**src/rtl/st_pkg.sv**
```systemverilog
// Shared symbol/beat geometry and packer state for the byte-to-RGB24 Avalon-ST packer.
// Also holds the small helpers that place symbols into a beat and compute the empty field.
package st_pkg;

  localparam int SYMBOL_W         = 8;
  localparam int SYMBOLS_PER_BEAT = 3;
  localparam int EMPTY_W          = 2;
  localparam int BEAT_W           = SYMBOL_W * SYMBOLS_PER_BEAT;

  typedef enum logic [0:0] {
    IDLE = 1'b0,
    PKT  = 1'b1
  } packer_state_e;

  // Slot 0 is the most significant symbol, so the first byte lands in [23:16].
  function automatic logic [BEAT_W-1:0] place_symbol(
    input logic [BEAT_W-1:0]   beat,
    input logic [1:0]          slot,
    input logic [SYMBOL_W-1:0] sym
  );
    logic [BEAT_W-1:0] result;
    result = beat;
    case (slot)
      2'd0:    result[23:16] = sym;
      2'd1:    result[15:8]  = sym;
      2'd2:    result[7:0]   = sym;
      default: result        = beat;
    endcase
    return result;
  endfunction

  function automatic logic [EMPTY_W-1:0] empty_for(
    input logic [1:0] n_symbols,
    input logic       eop
  );
    logic [EMPTY_W-1:0] result;
    if (eop) begin
      result = 2'd3 - n_symbols;
    end else begin
      result = 2'd0;
    end
    return result;
  endfunction

endpackage

```
**src/rtl/st_out_reg_slice.sv**
```systemverilog
// Output holding register: captures one packed beat and holds it stable until downstream takes it.
// Sink side is ready whenever the register is empty or being emptied this cycle.
module st_out_reg_slice
  import st_pkg::*;
(
  input  logic               clk,
  input  logic               reset,
  input  logic               load_valid,
  input  logic [BEAT_W-1:0]  load_data,
  input  logic               load_sop,
  input  logic               load_eop,
  input  logic [EMPTY_W-1:0] load_empty,
  output logic               load_ready,
  input  logic               out_ready,
  output logic               out_valid,
  output logic [BEAT_W-1:0]  out_data,
  output logic               out_startofpacket,
  output logic               out_endofpacket,
  output logic [EMPTY_W-1:0] out_empty
);

  logic               valid_r;
  logic [BEAT_W-1:0]  data_r;
  logic               sop_r;
  logic               eop_r;
  logic [EMPTY_W-1:0] empty_r;
  logic               load_ready_s;

  assign load_ready_s      = !valid_r || out_ready;
  assign load_ready        = load_ready_s;
  assign out_valid         = valid_r;
  assign out_data          = data_r;
  assign out_startofpacket = sop_r;
  assign out_endofpacket   = eop_r;
  assign out_empty         = empty_r;

  // Load a new beat, retire a transferred one, or hold the stalled one.
  always_ff @(posedge clk) begin
    if (reset) begin
      valid_r <= 1'b0;
      data_r  <= 24'h000000;
      sop_r   <= 1'b0;
      eop_r   <= 1'b0;
      empty_r <= 2'd0;
    end else if (load_valid && load_ready_s) begin
      valid_r <= 1'b1;
      data_r  <= load_data;
      sop_r   <= load_sop;
      eop_r   <= load_eop;
      empty_r <= load_empty;
    end else if (out_ready) begin
      valid_r <= 1'b0;
    end else begin
      valid_r <= valid_r;
    end
  end

endmodule

```
**src/rtl/st_byte_to_rgb24_packer.sv**
```systemverilog
// Packs an 8-bit Avalon-ST packet stream into 24-bit beats with sop/eop/empty,
// dropping orphan bytes, restarting on premature sop and counting framing errors.
module st_byte_to_rgb24_packer
  import st_pkg::*;
#(
  parameter int ERR_CNT_W    = 16,
  parameter bit DROP_ORPHANS = 1'b1
) (
  input  logic                 clk,
  input  logic                 reset,
  output logic                 in_ready,
  input  logic                 in_valid,
  input  logic [SYMBOL_W-1:0]  in_data,
  input  logic                 in_startofpacket,
  input  logic                 in_endofpacket,
  input  logic                 out_ready,
  output logic                 out_valid,
  output logic [BEAT_W-1:0]    out_data,
  output logic                 out_startofpacket,
  output logic                 out_endofpacket,
  output logic [EMPTY_W-1:0]   out_empty,
  output logic [ERR_CNT_W-1:0] err_count,
  output logic                 err_pulse
);

  packer_state_e          state_r;
  logic [1:0]             count_r;
  logic                   sop_pending_r;
  logic [BEAT_W-1:0]      buf_r;
  logic [ERR_CNT_W-1:0]   err_count_r;
  logic                   err_pulse_r;

  logic                   in_ready_s;
  logic                   accept_s;
  logic                   start_s;
  logic                   err_s;
  logic                   take_s;
  logic                   emit_s;
  logic [BEAT_W-1:0]      base_buf_s;
  logic [1:0]             base_cnt_s;
  logic [BEAT_W-1:0]      packed_s;
  logic [1:0]             fill_s;
  logic                   beat_sop_s;
  logic [EMPTY_W-1:0]     beat_empty_s;

  assign in_ready  = in_ready_s;
  assign accept_s  = in_valid && in_ready_s;
  assign err_count = err_count_r;
  assign err_pulse = err_pulse_r;

  // Classify the accepted byte: new packet start, continuation, or framing error.
  always_comb begin
    start_s = 1'b0;
    err_s   = 1'b0;
    if (accept_s) begin
      case (state_r)
        IDLE: begin
          if (in_startofpacket || (DROP_ORPHANS == 1'b0)) begin
            start_s = 1'b1;
          end else begin
            err_s = 1'b1;
          end
        end
        PKT: begin
          if (in_startofpacket) begin
            start_s = 1'b1;
            err_s   = 1'b1;
          end else begin
            start_s = 1'b0;
          end
        end
        default: begin
          start_s = 1'b0;
          err_s   = 1'b0;
        end
      endcase
    end else begin
      start_s = 1'b0;
      err_s   = 1'b0;
    end
  end

  // A restart throws away the partial beat, so packing begins from an empty buffer.
  always_comb begin
    take_s     = accept_s && (start_s || (state_r == PKT));
    base_buf_s = buf_r;
    base_cnt_s = count_r;
    if (start_s) begin
      base_buf_s = 24'h000000;
      base_cnt_s = 2'd0;
    end else begin
      base_buf_s = buf_r;
      base_cnt_s = count_r;
    end
    packed_s     = place_symbol(base_buf_s, base_cnt_s, in_data);
    fill_s       = base_cnt_s + 2'd1;
    emit_s       = take_s && ((fill_s == 2'd3) || in_endofpacket);
    beat_sop_s   = start_s || sop_pending_r;
    beat_empty_s = empty_for(fill_s, in_endofpacket);
  end

  // Packing state: symbol buffer, fill count, pending sop and packet state.
  always_ff @(posedge clk) begin
    if (reset) begin
      state_r       <= IDLE;
      count_r       <= 2'd0;
      sop_pending_r <= 1'b0;
      buf_r         <= 24'h000000;
    end else if (take_s) begin
      if (emit_s) begin
        buf_r         <= 24'h000000;
        count_r       <= 2'd0;
        sop_pending_r <= 1'b0;
        state_r       <= in_endofpacket ? IDLE : PKT;
      end else begin
        buf_r         <= packed_s;
        count_r       <= fill_s;
        sop_pending_r <= beat_sop_s;
        state_r       <= PKT;
      end
    end else begin
      state_r       <= state_r;
      count_r       <= count_r;
      sop_pending_r <= sop_pending_r;
      buf_r         <= buf_r;
    end
  end

  // Saturating framing-error counter and its one-cycle pulse.
  always_ff @(posedge clk) begin
    if (reset) begin
      err_count_r <= '0;
      err_pulse_r <= 1'b0;
    end else begin
      err_pulse_r <= err_s;
      if (err_s && (err_count_r != {ERR_CNT_W{1'b1}})) begin
        err_count_r <= err_count_r + ERR_CNT_W'(1);
      end else begin
        err_count_r <= err_count_r;
      end
    end
  end

  st_out_reg_slice u_out_slice (
    .clk               (clk),
    .reset             (reset),
    .load_valid        (emit_s),
    .load_data         (packed_s),
    .load_sop          (beat_sop_s),
    .load_eop          (in_endofpacket),
    .load_empty        (beat_empty_s),
    .load_ready        (in_ready_s),
    .out_ready         (out_ready),
    .out_valid         (out_valid),
    .out_data          (out_data),
    .out_startofpacket (out_startofpacket),
    .out_endofpacket   (out_endofpacket),
    .out_empty         (out_empty)
  );

endmodule

```
**config.mk**
```make
export PLATFORM = sky130hd
export DESIGN_NAME = st_byte_to_rgb24_packer
export DESIGN_NICKNAME = d
export VERILOG_FILES = /design/src/rtl/st_pkg.sv /design/src/rtl/st_out_reg_slice.sv /design/src/rtl/st_byte_to_rgb24_packer.sv
export SDC_FILE = /design/constraint.sdc
export NUM_CORES = 1
export LEC_CHECK = 0
export BUFFER_PORTS_ARGS = -buffer_cell sky130_fd_sc_hd__buf_2
export CAP_MARGIN = 20
export CORE_UTILIZATION = 45
export CTS_CLUSTER_SIZE = 28
export DETAILED_ROUTE_END_ITERATION = 6
export PLACE_DENSITY_LB_ADDON = 0.1
export SLEW_MARGIN = 20
export SYNTH_ARGS = -nofsm -noshare
export SYNTH_HDL_FRONTEND = slang
export SYNTH_SLANG_ARGS = --single-unit
```
**constraint.sdc**
```tcl
create_clock -name clk -period 3.2 [get_ports clk]
set_clock_uncertainty 0.15 [all_clocks]
set_input_delay 0.16 -clock clk [delete_from_list [all_inputs] [get_ports clk]]
set_output_delay 0.16 -clock clk [all_outputs]
set_load 0.05 [all_outputs]
```
Yosys cells after proc, flatten, opt, wreduce, memory -nomap -nowiden. Index checks and enable logic that the tools add are counted.

Add/sub/neg operators: 3. Multipliers: 0. Div/mod/pow operators: 0. Order comparisons: 0. Equal/unequal tests: 4. Shift-type cells: 0. Muxes and demuxes: 18. Bitwise gates (word level): 1. Reductions and logical operators: 12.

Operator list (number): $mux 24 (2); $mux 8 (3); $add 16x1->16 const B (1); $ne 16x16->1 const B (1); $mux 1 (9); $mux 2 (3); $logic_and 1x1->1 (5); $eq 2x2->1 const B (2); $logic_or 1x1->1 (4); $add 2x1->2 const B (1); $eq 2x1->1 const B (1); $logic_not 2->1 (1); $pmux 1 s2 (1); $reduce_bool 2->1 (1); $sub 2x2->2 const A (1); $logic_not 1->1 (1); $not 1->1 (1).

Bits in registers: 74. Bits in latches: 0. Memory bits (writable): 0. ROM bits: 0. Input bits: 14. Memories: 0.

Longest topological paths before layout. Gate-level depths: netlist of the first run.

Depth in word-level cells: 11. Mapped depth: 11. Mapped depth without buffers: 10.

Modules after synthesis. Synthesis of the first run repeated with hierarchy kept, for this count alone.

Cells, all modules: 426. Area, all modules: 3970.1 um^2.

Modules (own cells, without submodules): st_byte_to_rgb24_packer (instances 1, cells an instance 295, area an instance 2454.9 um^2, sequential area each 900.9 um^2); st_out_reg_slice (instances 1, cells an instance 131, area an instance 1515.2 um^2, sequential area each 580.6 um^2).

Least setup slack after synthesis of the first run. Ideal clock, no wire load.

Kind: register to register. From: reg u_out_slice.valid_r (netlist: u_out_slice.out_valid). To: reg u_out_slice.data_r[15] (netlist: u_out_slice.out_data[15]). Setup time: 0.122 ns. Data arrival time: 2.665 ns. Data required time: 2.928 ns. Path slack: 0.263 ns. Cell stages (with the launch flop): 12. Period minus slack after synthesis: 2.937 ns. Path through: dfxtp_1 nor2b_4 inv_2 nand3_2 buf_2 and2_1 ha_1 nor2_1 nor4_4 nor2_2 buf_2 o2bb2ai_1.

Longest elaborated chain between the ends: 10.

Ends and longest elaborated chain: start, declared (RTL line st_out_reg_slice.sv:22) `logic valid_r;`; start signal, assigned (RTL line st_out_reg_slice.sv:54) `valid_r <= valid_r;`; $logic_not 1->1 * (RTL line st_out_reg_slice.sv:29) `assign load_ready_s = !valid_r || out_ready;`; $logic_or 1x1->1 * (RTL line st_out_reg_slice.sv:29); named net in_ready (RTL line st_byte_to_rgb24_packer.sv:11) `output logic in_ready,`; $logic_and 1x1->1 (RTL line st_byte_to_rgb24_packer.sv:47) `assign accept_s = in_valid && in_ready_s;`; $mux 1 (RTL line st_byte_to_rgb24_packer.sv:55) `if (accept_s) begin`; $mux 2 (RTL line st_byte_to_rgb24_packer.sv:88) `if (start_s) begin`; $add 2x1->2 (RTL line st_byte_to_rgb24_packer.sv:96) `fill_s = base_cnt_s + 2'd1;`; $eq 2x2->1 (RTL line st_byte_to_rgb24_packer.sv:97) `emit_s = take_s && ((fill_s == 2'd3) || in_endofpacket);`; $logic_or 1x1->1 (RTL line st_byte_to_rgb24_packer.sv:97); $logic_and 1x1->1 (RTL line st_byte_to_rgb24_packer.sv:97); $logic_and 1x1->1 (RTL line st_out_reg_slice.sv:45) `end else if (load_valid && load_ready_s) begin`; end signal, assigned (RTL line st_out_reg_slice.sv:47) `data_r <= load_data;`; end, declared (RTL line st_out_reg_slice.sv:23) `logic [BEAT_W-1:0] data_r;`.

Mark *: on every way through the listed nets, which the timed path passes. The rest lies on a longest branch. A chain may end at the register's enable or synchronous reset.

Worst setup path in the final report of the first run.
From: in out_ready. To: reg u_out_slice.empty_r[0] (netlist: u_out_slice.out_empty[0]).

Longest elaborated chain between the ends: 9.

Ends and longest elaborated chain: start, declared (RTL line st_byte_to_rgb24_packer.sv:16) `input logic out_ready,`; $logic_or 1x1->1 * (RTL line st_out_reg_slice.sv:29); branches (longest 8 deep; another with $add 2x1->2); end signal, assigned (RTL line st_out_reg_slice.sv:50) `empty_r <= load_empty;`; end, declared (RTL line st_out_reg_slice.sv:26) `logic [EMPTY_W-1:0] empty_r;`.

Every way passes the cells marked *.

==> results of run 1 <==
## final cells by class
type / count / area [sq um]
clock inverter: 6 / 67.56
fill: 661 / 3055
sequential: 74 / 1481
timing repair buffer: 67 / 357.8
tap: 96 / 120.1
multi-input combinational: 214 / 1599
inverter: 6 / 22.52
clock buffer: 10 / 127.6
## repair_timing
| item | in CTS | in global routing |
|---|---|---|
| hold buffers | 2 | 0 |
| gates resized for setup | 0 | 0 |
| setup endpoints to repair | 0 | 0 |
| hold endpoints to repair | 4 | 0 |
## worst paths after layout
check,cells after the start,slack [ns],to
setup / recovery,12,0.35,u_out_slice.out_empty[0]$_SDFFE_PP0P_
hold / removal,3,0.02,buf_r[14]$_SDFFE_PP0P_
setup reg to reg,10,0.47,u_out_slice.out_empty[0]$_SDFFE_PP0P_
hold reg to reg,1,0.30,u_out_slice.out_endofpacket$_SDFFE_PP0P_
## layout by cell type, fill, tap and decap left out, types with 3 or more instances in the layout
cell type,instances
sky130_fd_sc_hd__nand4_1,5
sky130_fd_sc_hd__and3_1,4
sky130_fd_sc_hd__nand2_1,5
sky130_fd_sc_hd__ha_1,5
sky130_fd_sc_hd__inv_1,5
sky130_fd_sc_hd__buf_2,60
sky130_fd_sc_hd__nor2b_1,33
sky130_fd_sc_hd__nor3_1,3
sky130_fd_sc_hd__nand3_1,5
sky130_fd_sc_hd__o2bb2ai_1,48
sky130_fd_sc_hd__o31ai_1,3
sky130_fd_sc_hd__nor2_1,21
sky130_fd_sc_hd__dfxtp_1,74
sky130_fd_sc_hd__a22oi_1,24
sky130_fd_sc_hd__nor4_1,6
sky130_fd_sc_hd__a31oi_1,4
sky130_fd_sc_hd__buf_4,5
sky130_fd_sc_hd__a21oi_1,5
sky130_fd_sc_hd__or4_1,3
sky130_fd_sc_hd__mux2_1,6
sky130_fd_sc_hd__clkbuf_8,9
## worst max-delay path, cell delays in order
cell                            delay (ns)
sky130_fd_sc_hd__dlygate4sd3_1        0.54
sky130_fd_sc_hd__buf_2                0.14
sky130_fd_sc_hd__nor2b_4              0.21
sky130_fd_sc_hd__inv_2                0.12
sky130_fd_sc_hd__nand3_2              0.09
sky130_fd_sc_hd__buf_4                0.27
sky130_fd_sc_hd__and2_1               0.22
sky130_fd_sc_hd__ha_1                 0.18
sky130_fd_sc_hd__nor2_1               0.08
sky130_fd_sc_hd__nor4_4               0.43
sky130_fd_sc_hd__nor2_4               0.23
sky130_fd_sc_hd__a22o_1               0.29
## logic make-up (layout without fill, tap and decap cells)
group,Yosys count,after routing
DFF,74,74
adders and majority gates,5,5
buffers and inverters,25,89
AOI/OAI and AO/OA,95,95
xor gates and xnor gates,1,1
and+or+nand+nor,104,104
muxes,9,9
## routing by layer
layer | vias up | track usage
met4 | 0 | 0.08636
met3 | 9 | 0.03429
met5 | - | 0
li1 | 1311 | -
met1 | 1180 | 0.2880
met2 | 59 | 0.2670
## stage by stage
stage,power [W],utilization,cells,hold slack [ns],setup WS [ns]
after detailed placement,0.001184,0.5205,455,0.2843,0.2048
after floorplan,0.001131,-,313,0.2205,0.2631
after global placement,0.001182,0.5205,455,0.2832,0.2655
final,0.001879,0.5527,473,0.02331,0.3462
after CTS,0.001902,0.5520,473,0.007554,0.1053
after global routing,0.001964,0.5527,473,0.03157,0.1504
## registers in the layout, indices dropped and copies added, names as in the netlist
| signal | cells |
|---|---|
| buf_r | 24 |
| u_out_slice.out_data | 24 |
| err_count | 16 |
| count_r | 2 |
| u_out_slice.out_empty | 2 |
| err_pulse | 1 |
| sop_pending_r | 1 |
| state_r | 1 |
| u_out_slice.out_endofpacket | 1 |
| u_out_slice.out_startofpacket | 1 |
| u_out_slice.out_valid | 1 |
## power breakdown
part | switching [W] | internal, W | total, W
Clock | 0.000353 | 0.000361 | 0.000714
Combinational | 0.000152 | 0.0000604 | 0.000212
Sequential | 0.0000117 | 0.000941 | 0.000953
==> metrics list, run 1 <==
- The flow ran to the end, and the final reports show no timing, DRC or antenna violations.
- Of the post-synthesis cell area, the dominant cell type holds 0.4636.
- Detailed routing placed a total of 280 um of wire on met3.
- Number of top-level pins: 61
- Synthesis warning total: 0
- Across the VDD grid, the largest voltage drop is 211.7 uV.
* Clock slew at the register clock pins of the worst setup and hold paths: 0.08 ns
- The number of antenna violations at the first check in global routing is 0.
- GPL Wtd Cong: 0.7629
* Share of synthesized cell area in and, or, nand and nor gates: 0.2056
- Origin of the worst setup path: out_ready
- Core ar.: 0.006832 sq mm
* Number of optimization iterations in the first detailed-route pass: 4
- Most frequent cell after synthesis: sky130_fd_sc_hd__dfxtp_1
- H-tree Lvls: 3
* Synth Net Count: 332
* Uppermost routed layer: met4
- At the end of the flow, the number of nets in the layout was 391.
* Layout-stage area growth over the synthesis result: 18.17%
- Worst Setup Path Type: input pin to flip-flop
- Of the cells placed in the final design, the portion with a size suffix greater than 1 is 0.2520.
- The complex-gate fraction of the synthesized area is 0.2373.
- STA classifies the critical path endpoint as a flip-flop.
* Average vias per placed instance: 5.410
- Final hold violation count: 0
- DP Area: 0.003556 sq mm
* Pin count of the biggest net entering global routing: 34
* ANT nets after route: 0
* Horizontal die dimension: 86.27 um
- In this run the vertical extent of the chip is 86.27 um.
- The first global-routing pass estimated 11120 um of wire.
- Number of rows in the core area: 30
- The die covers 0.007443 sq mm.
* Via count of the first global-routing pass: 2252
- Final critical-path required period: 2.854 ns
* Pwr Density: 497.5 mW/mm^2
- Met1 wire length: 3630 um
- Static Leak: 1.469 nW
- Mean instance size in the synthesized netlist: 10.21 sq um
* Met2 wire len: 2789 um
- Data arrives at the worst endpoint at 2.95 ns.
* Ys async rst share: 0
* Half-perimeter wire length of the detailed placement result: 4552 um
- FF+latch count, synth: 74
- Along the worst path, the maximum fanout reaches 27.
* Distinct cell type count of the synthesized netlist: 48
* Setup-failing EPs final: 0
* RSZ-0062 raised after global routing: false
* Highest attainable clock frequency: 350.4 MHz
- For this run, the total global-route usage over all layers was measured as 0.1924.
- Buffers inserted during post-CTS setup optimization: 0
- TritonCTS created 9 clock buffers.
- Finished layout cell area: 0.003776 sq mm
- For this block, the routed nets add up to 6796 um of wire.
- Share of cell area taken by muxes after synthesis: 0.03132
- Remaining DRCs: 0
- Num Clock Sinks: 74
- Combinational family with the most area after synthesis: compound AO/OA/AOI/OAI gates
- By area the synthesized netlist is led by sky130_fd_sc_hd__dfxtp_1 46%, sky130_fd_sc_hd__o2bb2ai_1 13%, sky130_fd_sc_hd__nor2b_1 6.5%.
- During placement, the flow inserted port buffers numbering 60.
- In the synthesized netlist, the number of instances is 313.
* Share of synthesized cell area in full adder, half adder and majority cells: 0.01958
- The synthesized design contains 0 enable-type register cells.
- The share of the Yosys chip area taken by registers is 0.4636.
- Dividing the detail-routed wire length by the instance count gives 14.37 um.
* Max-slew headroom: 0.5838
- The tree is rooted in a sky130_fd_sc_hd__clkbuf_8.
- The synthesized design spends more area on one cell type than any other, namely sky130_fd_sc_hd__dfxtp_1.
- For the worst-skew pair, the clock arrives at the later sink with an insertion delay of 0.34 ns.
- The final max-slew violation count was 0.
- Final total negative setup slack: 0 ns
- Tightest Pin Transition: 0.6228 ns
- At the worst endpoint, the required time is 3.29 ns.
- Main flop type after synthesis: sky130_fd_sc_hd__dfxtp_1
- Most instantiated cells after synthesis: 74 x sky130_fd_sc_hd__dfxtp_1, 48 x sky130_fd_sc_hd__o2bb2ai_1, 33 x sky130_fd_sc_hd__nor2b_1
- TritonCTS built the clock tree.
- 0 antenna diodes ended up in the layout.
* Initial core utilization: 0.4678
- XOR/XNOR share of the synthesized area: 0.005090
* First DRT Iteration DRCs: 109
* Startpoint of the tightest hold check path: in_data[6]
- Across the run, the number of max-cap violations was 0.
- The tightest min-delay check is of the input pin to flip-flop type.
- Summing over every cut layer, the via total after detailed routing is 2559.
- Worst R2R Start: u_out_slice.out_valid$_SDFFE_PP0P_
* Mapped Area: 0.003196 sq mm
* Number of buffers on the longest clock path: 2
- In the finished design, the share of the clock period the worst path needs comes to 0.8918.
- After global routing the overflow that remains totals 0.
- The worst setup path is launched from an input pin.
Note: power is estimated with default switching activity, not from simulation.
==> run 2, diff against run 1 <==
- REMOVE_ABC_BUFFERS: unset -> 1
- clock period: 3.2 -> 3.1 ns (I/O delays scaled with it)
==> metrics list, run 2 (synthesized netlist as in run 1, its figures left out) <==
* Run status: finished, final reports clean
- Post-Place Worst Slack: 0.1150 ns (-0.08981 ns)
* Num Clock Sinks: 74 (unchanged)
* Half-perimeter wire length of the detailed placement result: 4451 um (-2.2%)
- The worst-path maximum fanout is 27 (unchanged).
- The total routing resource utilization after global routing was 0.1963 (+0.003817).
* Final hold violation count: 0 (unchanged)
* Number of slew-limit violations in the final report: 0 (unchanged)
* Via count of the first global-routing pass: 2377 (+5.6%)
- Routed len/inst: 14.40 um (+0.22%)
- Final Net Count: 393 (+0.51%)
* Remaining DRCs: 0 (unchanged)
* Pin count of the biggest net entering global routing: 34 (unchanged)
- Clock slew at the register clock pins of the worst setup and hold paths: 0.09 ns (about the same)
* RSZ-0062 raised after global routing: false
- Port-buffer cells: 60 (unchanged)
- CTS Buf Count: 9 (unchanged)
- Post-layout total power: 0.002073 W (+10%)
- H-tree Lvls: 3 (unchanged)
* Initial antenna violation count: 0 (unchanged)
- The overall die area is 0.007443 sq mm (unchanged).
* Global-route wire length before repair: 11430 um (+2.8%)
* Tightest Pin Transition: 0.6487 ns (+0.02591 ns)
- The total setup buffers inserted after CTS is 0 (unchanged).
* Die H: 86.27 um (unchanged)
- Type of the worst min-delay path: input pin to flip-flop
- The final-report setup violation count was 0 (unchanged).
- Leaving out fill and tap cells, the most frequent cells in the layout are 74 x sky130_fd_sc_hd__dfxtp_1, 60 x sky130_fd_sc_hd__buf_2, 48 x sky130_fd_sc_hd__o2bb2ai_1.
- The leakage power is 1.500 nW (+2.1%).
* Fraction of the core area covered by cells at the end of the flow: 0.5614 (+0.008608)
- The number of detailed-route iterations in the first pass came to 4 (unchanged).
* Resize count post-CTS: 0 (unchanged)
- Core ar.: 0.006832 sq mm (unchanged)
- The maximum clock path buffer count is 2 (unchanged).
* Average vias per placed instance: 5.457 (+0.86%)
- # fillers: 644 (-2.6%)
- Dividing the final minimum period by the clock period gives 0.8734.
- Counting I/O delays and the setup requirement, the final critical path takes 2.707 ns.
- Final total negative setup slack: 0 ns (unchanged)
* Master cell of the clock root buffer: sky130_fd_sc_hd__clkbuf_8
* Final setup margin: 0.3926 ns (+0.04638 ns)
- The signal on the critical path passes through dlygate4sd3_1 > buf_2 > nor2b_4 > inv_2 > nand3_2 > and2_1 > inv_1 > ha_1 > nor2_1 > nor4_4 > nor2_4 > a22o_1.
- The total length of routed wires was 6840 um (+0.65%).
- DR vias: 2592 (+1.3%)
- Worst Setup Path Type: input pin to flip-flop
- Finished layout cell area: 0.003835 sq mm (+1.6%)
- Max-slew headroom: 0.5665 (-0.01731)
- The post-detailed-route count of antenna-violating nets was 0 (unchanged).
- The hold buffer count at cts was 4 (+2).
* Critical Path Sink Type: flip-flop
- The largest vdd supply drop is 342.7 uV (+62%).
* Number of top-level pins: 61 (unchanged)
- The initial DRC count was 124 (+14%).
* Ratio of cells with drive above 1 in the final layout: 0.2533 (+0.001309)
* Number of rows in the core area: 30 (unchanged)
- The worst setup path is launched from an input pin.
* Max-cap check violation count: 0 (unchanged)
- The final weighted congestion of routability-driven global placement was 0.7428 (-2.6%).
* Global route overflow: 0 (unchanged)
- Required time worst endpoint: 3.24 ns (-0.05 ns)
- The floorplan die width was 86.27 um (unchanged).
- The later-pin clock latency in the skew report is 0.34 ns (about the same).
- TritonCTS built the clock tree.
* Most common cell after layout, fill and taps aside: sky130_fd_sc_hd__dfxtp_1
* Highest attainable clock frequency: 369.4 MHz
- Number of diodes added for antenna fixing: 0 (unchanged)
* Arrival time reported for the critical path endpoint: 2.85 ns (-0.10 ns)
- Pwr Density: 540.6 mW/mm^2 (+8.6%)
- Cell type of the slowest stage on the worst timing path: sky130_fd_sc_hd__dlygate4sd3_1
* DP Area: 0.003556 sq mm (unchanged)
- The worst stage delay on the critical path came to 0.54 ns (about the same).
* Initial core utilization: 0.4678 (unchanged)
- The slack of the worst reg-to-reg path came to 0.51 ns (+0.04 ns).
* Layout-stage area growth over the synthesis result: 20.01%
==> run 2: cell types whose count changed in the layout (fill, tap and decap cells not counted) <==
| cell | delta |
|---|---|
| sky130_fd_sc_hd__inv_8 | +1 |
| sky130_fd_sc_hd__clkinv_2 | -1 |
| sky130_fd_sc_hd__clkinvlp_4 | -1 |
| sky130_fd_sc_hd__clkinv_4 | -1 |
| sky130_fd_sc_hd__bufinv_16 | +1 |
| sky130_fd_sc_hd__clkbuf_1 | -1 |
| sky130_fd_sc_hd__inv_6 | +1 |
| sky130_fd_sc_hd__dlygate4sd3_1 | +2 |
| sky130_fd_sc_hd__clkbuf_8 | +1 |
==> run 2: per-layer routing <==
| layer | vias to the layer above | wire (um) | share of wire | global-route usage |
|---|---|---|---|---|
| li1 | 1322 | - | - | - |
| met1 | 1201 | 3536 | 0.52 | 0.2824 |
| met2 | 58 | 2887 | 0.42 | 0.2835 |
| met3 | 11 | 297 | 0.043 | 0.04000 |
| met4 | 0 | 119 | 0.017 | 0.08636 |
| met5 | - | 0 | 0 | 0 |
==> run 2: per-stage QoR <==
step	hold slack [ns]	std cells
finish	0.01380	475
global route	0.02642	475
CTS	0.003097	475
detailed placement	0.2876	455
global placement	0.2855	455
floorplan	0.07407	294
==> run 2: power breakdown <==
group | total, W | leakage (nW) | switching (W) | internal [W]
registers | 0.000984 | 0.599 | 0.0000121 | 0.000971
logic | 0.000219 | 0.787 | 0.000155 | 0.0000640
clock network | 0.000870 | 0.115 | 0.000385 | 0.000485
total | 0.00207 | 1.50 | 0.000553 | 0.00152
==> run 2: layout make-up <==
type,count,area (sq um),share of cell area
clock buffers,10,137.6,0.03589
multi-input cells,214,1599,0.4170
clock inverters,6,96.34,0.02512
flip-flops and latches,74,1481,0.3863
inverters,6,22.52,0.005873
repair buffers,69,377.9,0.09853
well taps,96,120.1,0.03132
==> run 2: final timing paths <==
path                                                 start                                       end  cells past startpoint
setup / recovery                                 out_ready     u_out_slice.out_empty[0]$_SDFFE_PP0P_                     12
hold / removal                                  in_data[2]     u_out_slice.out_data[18]$_SDFFE_PP0P_                      3
setup reg to reg        u_out_slice.out_valid$_SDFFE_PP0P_     u_out_slice.out_empty[0]$_SDFFE_PP0P_                     10
hold reg to reg   u_out_slice.out_endofpacket$_SDFFE_PP0P_  u_out_slice.out_endofpacket$_SDFFE_PP0P_                      1
==> run 2: worst max-delay path: cells and delay by family <==
family          cells  cell delay (ns)
buf+inv             4             0.89
simple gates        6             1.33
compound gates      1             0.24
fa+ha+maj           1             0.21
==> run 3, diff against run 2 <==
- ABC_CLOCK_PERIOD_IN_PS: unset -> 3100
- PLACE_DENSITY: unset -> 0.64
- PLACE_DENSITY_LB_ADDON: 0.1 -> unset
==> metrics list, run 3 (synthesized netlist as in run 1, its figures left out) <==
- The post-placement cell count came to 458 (+0.66%).
- Pwr Density: 508.0 mW/mm^2 (-6.0%)
- GRT Resource Usage Total: 0.1965 (+0.0002874)
* Type of the worst min-delay path: input pin to flip-flop
- Critical Path Sink Type: flip-flop
* Die H: 86.27 um (unchanged)
* Number of diodes added for antenna fixing: 0 (unchanged)
* Half-perimeter wire length of the detailed placement result: 4630 um (+4.0%)
- Resize count post-CTS: 0 (unchanged)
* CTS tree: yes
- The most critical setup path has its startpoint at u_out_slice.out_valid$_SDFFE_PP0P_.
* Average vias per placed instance: 5.437 (-0.37%)
- The CTS sink count came to 74 (unchanged).
- Leaving out fill and tap cells, the most frequent cell in the layout is sky130_fd_sc_hd__dfxtp_1.
* Total die area: 0.007443 sq mm (unchanged)
* Buffers inserted during post-CTS setup optimization: 0 (unchanged)
- The post-layout utilization of the core was 0.5520 (-0.009340).
- The number of top-level pins is 61 (unchanged).
- Family with the most delay on the worst path: simple AND/OR/NAND/NOR gates
- Global route overflow: 0 (unchanged)
* ANT nets after route: 0 (unchanged)
* Max-slew headroom: 0.5697 (+0.003249)
- The hold buffer count at cts was 0 (-4).
- The worst slack at placement came to 0.1543 ns (+0.03925 ns).
- Total routed wirelength: 6910 um (+1.0%)
- The transition time of the tightest slew-check pin came to 0.6439 ns (-0.004862 ns).
- The number of detailed-route iterations in the first pass is 4 (unchanged).
- The number of buffer and inverter stages on the critical path came to 2 (-2).
* Uppermost routed layer: met4
* Maximum fanout count along the critical path: 27 (unchanged)
- The count of filler cells inserted in the layout is 647 (+0.47%).
- The smallest setup slack after layout is 0.5124 ns (+0.1198 ns).
- Horizontal die dimension: 86.27 um (unchanged)
- The hold violation total from the final report came to 0 (unchanged).
- Ratio of final minimum period to clock period: 0.8347 (-0.03865)
* Ratio of cells with drive above 1 in the final layout: 0.2593 (+0.005961)
- Arrival time reported for the critical path endpoint: 2.67 ns (-0.18 ns)
- The number of standard cells in the final layout excluding fillers is 474 (-0.21%).
- Final total negative setup slack: 0 ns (unchanged)
- Static Leak: 1.473 nW (-1.8%)
- Worst R2R Start: u_out_slice.out_valid$_SDFFE_PP0P_
* Master cell of the clock root buffer: sky130_fd_sc_hd__clkbuf_8
- Highest attainable clock frequency: 386.5 MHz (+4.6%)
- Number of buffers on the longest clock path: 2 (unchanged)
- Number of slew-limit violations in the final report: 0 (unchanged)
* Run status: finished, final reports clean
- The number of levels in the clock H-tree was 3 (unchanged).
- Global-route wire length before repair: 11770 um (+3.0%)
- The slowest stage of the critical path belongs to the cell sky130_fd_sc_hd__nor4_4.
- Number of rows in the core area: 30 (unchanged)
* Nature of the critical path startpoint: flip-flop
- Pin count of the biggest net entering global routing: 34 (unchanged)
* Port-buffer cells: 60 (unchanged)
- The number of antenna violations at the first check in global routing was 0 (unchanged).
- The initial core utilization came to 0.4678 (unchanged).
- The met1 wire length was 3645 um (+3.1%).
- In this run the most critical hold path is launched from in_data[3].
* Max-cap check violation count: 0 (unchanged)
- The number of buffers created by CTS was 9 (unchanged).
- Final Net Count: 392 (-0.25%)
- The wire length per cell after detailed routing came to 14.58 um (+1.2%).
* Layout-stage area growth over the synthesis result: 18.01%
* Most frequent cells in the layout: 74 x sky130_fd_sc_hd__dfxtp_1, 60 x sky130_fd_sc_hd__buf_2, 48 x sky130_fd_sc_hd__o2bb2ai_1
- The critical path data required time came to 3.18 ns (-0.06 ns).
- Met2 wire len: 2978 um (+3.2%)
- The area of the core was 0.006832 sq mm (unchanged).
- Final critical-path required period: 2.588 ns (-0.1198 ns)
- The number of DRC violations after detailed routing was 0 (unchanged).
- The via count of the first global-routing pass was 2478 (+4.2%).
- The via count is 2577 (-0.58%).
- Clock slew at the register clock pins of the worst setup and hold paths: 0.08 ns (about the same)
* Critical Path, Cell by Cell: nor2b_4 > inv_2 > nand3_2 > and2_1 > inv_1 > ha_1 > nor2_1 > nor4_4 > nor2_4 > a22o_1
* RSZ-0062 raised after global routing: false
- The routed wire length on met3 was 188 um (-37%).
* Highest ir drop seen on vdd: 243.7 uV (-29%)
- The final weighted congestion of routability-driven global placement was 0.7796 (+5.0%).
- First DRT Iteration DRCs: 129 (+4.0%)
- Setup-failing EPs final: 0 (unchanged)
- The later-pin clock latency in the skew report came to 0.34 ns (about the same).
- Maximum single-stage delay on the critical path: 0.43 ns (-0.11 ns)
- The worst setup path is of the flip-flop to flip-flop kind.
==> run 3: power breakdown <==
part           internal, W  switching (W)  leakage, nW
combinational    0.0000625       0.000155        0.785
clock             0.000341       0.000373       0.0896
sequential        0.000972      0.0000127        0.599
==> run 3: routing by layer <==
layer / vias up / global-route usage
met3: 9 / 0.03048
li1: 1312 / -
met4: 0 / 0.07273
met1: 1215 / 0.2890
met5: - / 0
met2: 41 / 0.2900
==> run 3: worst register-to-register path, delay by kind of cell (launching register included) <==
kind | cells | cell delay [ns]
fa+ha+maj | 1 | 0.18
buf+inv | 2 | 0.23
compound gates | 1 | 0.30
simple gates | 6 | 1.31
flops | 1 | 0.31
==> run 3: final cells by class <==
class | instances | area, sq um | area share
Clock buffer | 12 | 155.1 | 0.04114
Clock inverter | 4 | 32.53 | 0.008626
Inverter | 6 | 22.52 | 0.005972
Multi-Input combinational cell | 214 | 1599 | 0.4240
Sequential cell | 74 | 1481 | 0.3928
Tap cell | 96 | 120.1 | 0.03185
Timing Repair Buffer | 68 | 360.3 | 0.09555
==> run 3: final timing paths <==
check,cells past startpoint,slack [ns],endpoint
hold / removal,3,0.005,u_out_slice.out_data[19]$_SDFFE_PP0P_
setup / recovery,10,0.51,u_out_slice.out_empty[0]$_SDFFE_PP0P_
hold reg to reg,1,0.31,u_out_slice.out_endofpacket$_SDFFE_PP0P_
setup reg to reg,10,0.51,u_out_slice.out_empty[0]$_SDFFE_PP0P_
==> run 3: stage by stage <==
step / power (W) / hold WS [ns] / cell area (sq um)
floorplan: 0.001152 / 0.07407 / 3098
global placement: 0.001223 / 0.2863 / 3578
detailed placement: 0.001224 / 0.2893 / 3578
CTS: 0.001929 / 0.004051 / 3766
global route: 0.001997 / 0.01783 / 3771
finish: 0.001916 / 0.004871 / 3771
